### config.mk
export PLATFORM = sky130hd
export DESIGN_NAME = rsa_two_power_inv_mod
export DESIGN_NICKNAME = d
export VERILOG_FILES = /design/src/rtl/rsa_pkg.sv /design/src/rtl/rsa_half_mod_step.sv /design/src/rtl/rsa_two_power_inv_mod.sv
export SDC_FILE = /design/constraint.sdc
export NUM_CORES = 2
export LEC_CHECK = 0
export ABC_AREA = 1
export CAP_MARGIN = 25
export CORE_UTILIZATION = 50
export DETAILED_ROUTE_END_ITERATION = 8
export PLACE_DENSITY = 0.74
export SLEW_MARGIN = 40
export SYNTH_ARGS = -nofsm -noshare
export SYNTH_HDL_FRONTEND = slang
export SYNTH_SLANG_ARGS = --single-unit
### constraint.sdc
create_clock -name clk -period 5.9 [get_ports clk]
set_input_delay 1.18 -clock clk [delete_from_list [all_inputs] [get_ports clk]]
set_output_delay 1.18 -clock clk [all_outputs]
set_load 0.005 [all_outputs]
### src/rtl/rsa_pkg.sv
// Shared types for the RSA datapath blocks: controller state encoding.
package rsa_pkg;

  localparam int STATE_W = 2;

  typedef enum logic [STATE_W-1:0] {
    IDLE = 2'd0,
    CALC = 2'd1,
    DONE = 2'd2
  } state_t;

endpackage

### src/rtl/rsa_half_mod_step.sv
// One modular halving step: (acc + acc[0]*N) >> 1, exact because N is odd.
module rsa_half_mod_step #(
  parameter int MOD_WIDTH = 256
) (
  input  logic [MOD_WIDTH-1:0] acc,
  input  logic [MOD_WIDTH-1:0] modulus,
  output logic [MOD_WIDTH-1:0] half
);

  logic [MOD_WIDTH-1:0] addend;

  assign addend = acc[0] ? modulus : '0;

  // Bits [MOD_WIDTH:1] of the full (MOD_WIDTH+1)-bit sum: the upper bits are
  // added directly and bit 0 contributes only its carry, so the top carry is kept.
  assign half = {1'b0, acc[MOD_WIDTH-1:1]}
              + {1'b0, addend[MOD_WIDTH-1:1]}
              + {{(MOD_WIDTH-1){1'b0}}, acc[0] & addend[0]};

endmodule

### src/rtl/rsa_two_power_inv_mod.sv
// Computes value * 2^(-k) mod N (N odd) by repeated modular halving.
// Define RSA_TWO_POWER_INV_MOD_RADIX4_EN to apply two halvings per cycle.
module rsa_two_power_inv_mod
  import rsa_pkg::*;
#(
  parameter int MOD_WIDTH   = 256,
  parameter int POWER_WIDTH = 32
) (
  input  logic                   clk,
  input  logic                   rst,
  input  logic                   i_valid,
  output logic                   i_ready,
  input  logic [MOD_WIDTH-1:0]   i_value,
  input  logic [MOD_WIDTH-1:0]   i_modulus,
  input  logic [POWER_WIDTH-1:0] i_power,
  output logic                   o_valid,
  input  logic                   o_ready,
  output logic [MOD_WIDTH-1:0]   o_out
);

  state_t                 state, state_next;
  logic [MOD_WIDTH-1:0]   acc, modulus, step1;
  logic [POWER_WIDTH-1:0] power, cnt, remaining;
  logic                   accept, last_step;

  assign accept    = (state == IDLE) && i_valid;
  assign remaining = power - cnt;

  rsa_half_mod_step #(.MOD_WIDTH(MOD_WIDTH)) u_step1 (
    .acc     (acc),
    .modulus (modulus),
    .half    (step1)
  );

`ifdef RSA_TWO_POWER_INV_MOD_RADIX4_EN
  logic [MOD_WIDTH-1:0] step2;

  rsa_half_mod_step #(.MOD_WIDTH(MOD_WIDTH)) u_step2 (
    .acc     (step1),
    .modulus (modulus),
    .half    (step2)
  );

  assign last_step = remaining <= POWER_WIDTH'(2);
`else
  assign last_step = remaining == POWER_WIDTH'(1);
`endif

  always_ff @(posedge clk or negedge rst) begin
    if (!rst) state <= IDLE;
    else      state <= state_next;
  end

  always_comb begin
    state_next = state;
    case (state)
      IDLE: if (i_valid) state_next = (i_power == '0) ? DONE : CALC;
      CALC: if (last_step) state_next = DONE;
      DONE: if (o_ready) state_next = IDLE;
      default: state_next = IDLE;
    endcase
  end

  // Operands are captured on accept and held through DONE so o_out stays stable.
  always_ff @(posedge clk or negedge rst) begin
    if (!rst) begin
      acc     <= '0;
      modulus <= '0;
      power   <= '0;
      cnt     <= '0;
    end else if (accept) begin
      acc     <= i_value;
      modulus <= i_modulus;
      power   <= i_power;
      cnt     <= '0;
    end else if (state == CALC) begin
`ifdef RSA_TWO_POWER_INV_MOD_RADIX4_EN
      if (remaining == POWER_WIDTH'(1)) begin
        acc <= step1;
        cnt <= cnt + POWER_WIDTH'(1);
      end else begin
        acc <= step2;
        cnt <= cnt + POWER_WIDTH'(2);
      end
`else
      acc <= step1;
      cnt <= cnt + POWER_WIDTH'(1);
`endif
    end
  end

  assign i_ready = (state == IDLE);
  assign o_valid = (state == DONE);
  assign o_out   = acc;

endmodule

==> impl_metrics.ini <==
[outcome]
outcome = finished with violations
violations = DRC

[finish]
multi_input_area_um2 = 36490
drive_gt1_frac = 0.05510
nFillCells = 11800
syn2layout_area_growth_pct = 20.14
seq_area_um2 = 14470
nets = 12840

[clock_network]
clockBufferDepth = 3
cts_max_level = 3
cts_buffers = 70
cts-root-buf = clkbuf_16
ctsResizeCount = 0
clkSlewWorstSetupHoldPaths_ns = 0.07
clk-insertion-delay-late_ns = 0.72
cts.sinks = 578
cts_tree = done
holdBufCountCts = 0
cts_setup_buffers = 0

[grt]
grt_usage = 0.5209
grt_pass1_wl_mm = 472.2
overflow = 0
grt_max_degree = 163
grt_pass1_vias = 71840
antenna_found_initial = 14

[timing]
worst_pin_slew_ns = 1.044
slew_headroom = 0.3043
slew_viol_final = 0
finalSetupViolCount = 0
finalCriticalPeriod_ns = 4.894
fmax_mhz = 204.3
hold_violations = 0
worst_slack_ns = 1.006
worst_hold_slack_ns = 0.3461
rsz0062_at_grt = no
skew_ns = 0.03212
min_period_over_period = 0.8295
setup_tns_ns = 0

[floorplanning]
row_count = 128
start_util = 0.5034
die_area_um2 = 124000
ios = 806
core_um2 = 121700
die_h_um = 352.1
die_x_um = 352.1

[synth]
synthTopCellsByArea = nand2_1 (31%), dfrtp_1 (24%), inv_1 (15%)
syn_avg_cell_area_um2 = 5.435
synthDominantCellAreaShare = 0.3137
yosys_warnings = 0
synth_area_leader_cell = nand2_1
synth_fa_ha_area_frac = 0.05938
synth_compound_area_frac = 0.07226
synth_cells = 11280
synthesis.nets = 12110
synth_edf_count = 0
synth_top_family_by_area = simple AND/OR/NAND/NOR gates
ys_seq_area_frac = 0.2360
synth_seq_cells = 578
synth-simple-area-share = 0.4444
netlist-cell-type-count = 49
ys.flop_type = dfrtp_1
synthesis.area_um2 = 61280
synth_xor_area_frac = 0.01872
synth.area.mux_share = 0.0003267
synthArstFlopShare = 1.000

[hold_path]
hp-class = in2async

[detailed_routing]
drt_pass1_iterations = 9
drc = 20
drtAntennaViolNets = 0
avgViaCountPerCell = 5.532
avgRoutedWirePerCell_um = 24.41
via_count = 75730
drt_wl_total_mm = 334.1
detail_route.iter0.violations = 10120

[worst_setup_path]
critical_path.most_common_cell = nand2_1
path_class = reg2reg
ff2ff_path_depth = 18
cp_data_required_time_ns = 6.51
crit_family = simple AND/OR/NAND/NOR gates
path_buf_inv = 3
worstSetupEndpointType = flop
arrival_ns = 5.50
slowest_delay_ns = 0.77
rr_startpoint = o_out[0]
r2r-end = o_out[220]
rrSetupSlack_ns = 1.01
crit_slowest_cell = dfrtp_4
worstPathCellList = buf_12, buf_12, nand2_1, inv_1, ha_1, nand2_1, nor2_1, nand2_1, nor2_1, nand2_1, nor2_1, nand2_1, nand3b_2, nand2_1, nand4_1, nand3_1, nand2_1, nand2_1
worst-path-max-fanout = 49
start_kind = flop

[placement]
dp_slack_ns = 1.391
globalplace.congestion = 1.249
dp_hpwl_mm = 276.2
port_buffers = 805

[power_and_ir_drop]
p_per_area_nw_per_um2 = 123.6
leakage_nw = 44.67
irDropWorstVdd_mv = 0.2503

[job]
cap_violations = 0
cells by family (layout without fill, tap and decap cells):
group,Yosys count,after routing
other,0,14
AND/OR/NAND/NOR,6691,6691
buffers and inverters,2742,3518
XOR/XNOR,131,131
adder cells (fa/ha/maj),289,289
multiplexers,2,2
flip-flops,578,578
AO/OA/AOI/OAI,842,842
cell type report:
type	count	area share
diodes	14	0.0004759
clock buffers	92	0.02714
clock inverters	33	0.004742
inverters	2534	0.1294
multi-input cells	7955	0.4956
flip-flops and latches	578	0.1965
well taps	1625	0.02762
repair buffers	859	0.1185
placed cells by master (no fill, tap or decap), types with 12 or more instances in the layout:
master              n
nand3_2            20
nand4_1            57
dfrtp_1           577
inv_1            2380
o211ai_1           15
o21ai_1           134
o21bai_1           49
nand2_2            68
clkbuf_16          73
nor3_2             29
xnor2_1            13
nor2_2            158
nor2_4             50
nor3_1             39
a21oi_1           286
nor2_1            760
nand3b_1           12
clkdlybuf4s50_1   804
inv_2             142
o21ai_0           334
buf_12             13
nand2_1          5120
ha_1              286
diode_2            14
nand3_1           341
xor2_1            118
buf_4              34
per-stage QoR:
step                      power [mW]    util  cells  area, µm²
after floorplan                4.044       -  11280      61280
after global placement         4.528  0.5840  13550      71090
after detailed placement       4.531  0.5848  13550      71180
after CTS                      9.071  0.6041  13670      73520
after global routing           9.227  0.6046  13680      73590
final                          9.101  0.6048  13690      73620
metal layers:
layer  up-vias  routed length [µm]  track usage
met5         -                  79            0
met3      1541               39140       0.1552
met4         6               38470       0.4852
li1      34650                   -            -
met2      5194              141200       0.7960
met1     34340              115200       0.5814
flip-flops by register name, summed over array words and instances (netlist names):
name / cells
modulus: 256
power: 32
cnt: 32
state: 2
o_out: 256
cells in the mapped netlist, types with 10 or more instances:
master	count
a21oi_1	286
buf_1	18
buf_2	15
clkbuf_1	171
clkinv_1	10
dfrtp_1	578
ha_1	286
inv_1	2380
inv_2	144
nand2_1	5121
nand2_2	68
nand3_1	341
nand3_2	20
nand3b_1	12
nand4_1	57
nor2_1	761
nor2_2	158
nor2_4	49
nor3_1	39
nor3_2	29
o211ai_1	15
o21ai_0	334
o21ai_1	134
o21bai_1	49
o22ai_1	10
xnor2_1	13
xor2_1	118
how the worst max path moves through the flow:
stage,cells past startpoint,slack [ns],endpoint,from
after floorplan,24,2.74,o_out[252],o_out[0]
after detailed placement,18,1.39,o_out[220],o_out[0]
after CTS,18,1.38,o_out[220],o_out[0]
after global routing,18,1.07,o_out[231],o_out[0]
final,18,1.01,o_out[220],o_out[0]
after global placement,17,1.14,o_out[231],o_out[0]
report_power, final:
| group | total [mW] | switching [mW] | internal [mW] |
|---|---|---|---|
| Combinational | 0.506 | 0.180 | 0.326 |
| Clock | 4.63 | 2.04 | 2.59 |
| Sequential | 3.96 | 0 | 3.96 |
| Total | 9.10 | 2.22 | 6.88 |
No activity file was read; power rests on OpenSTA's default activity.
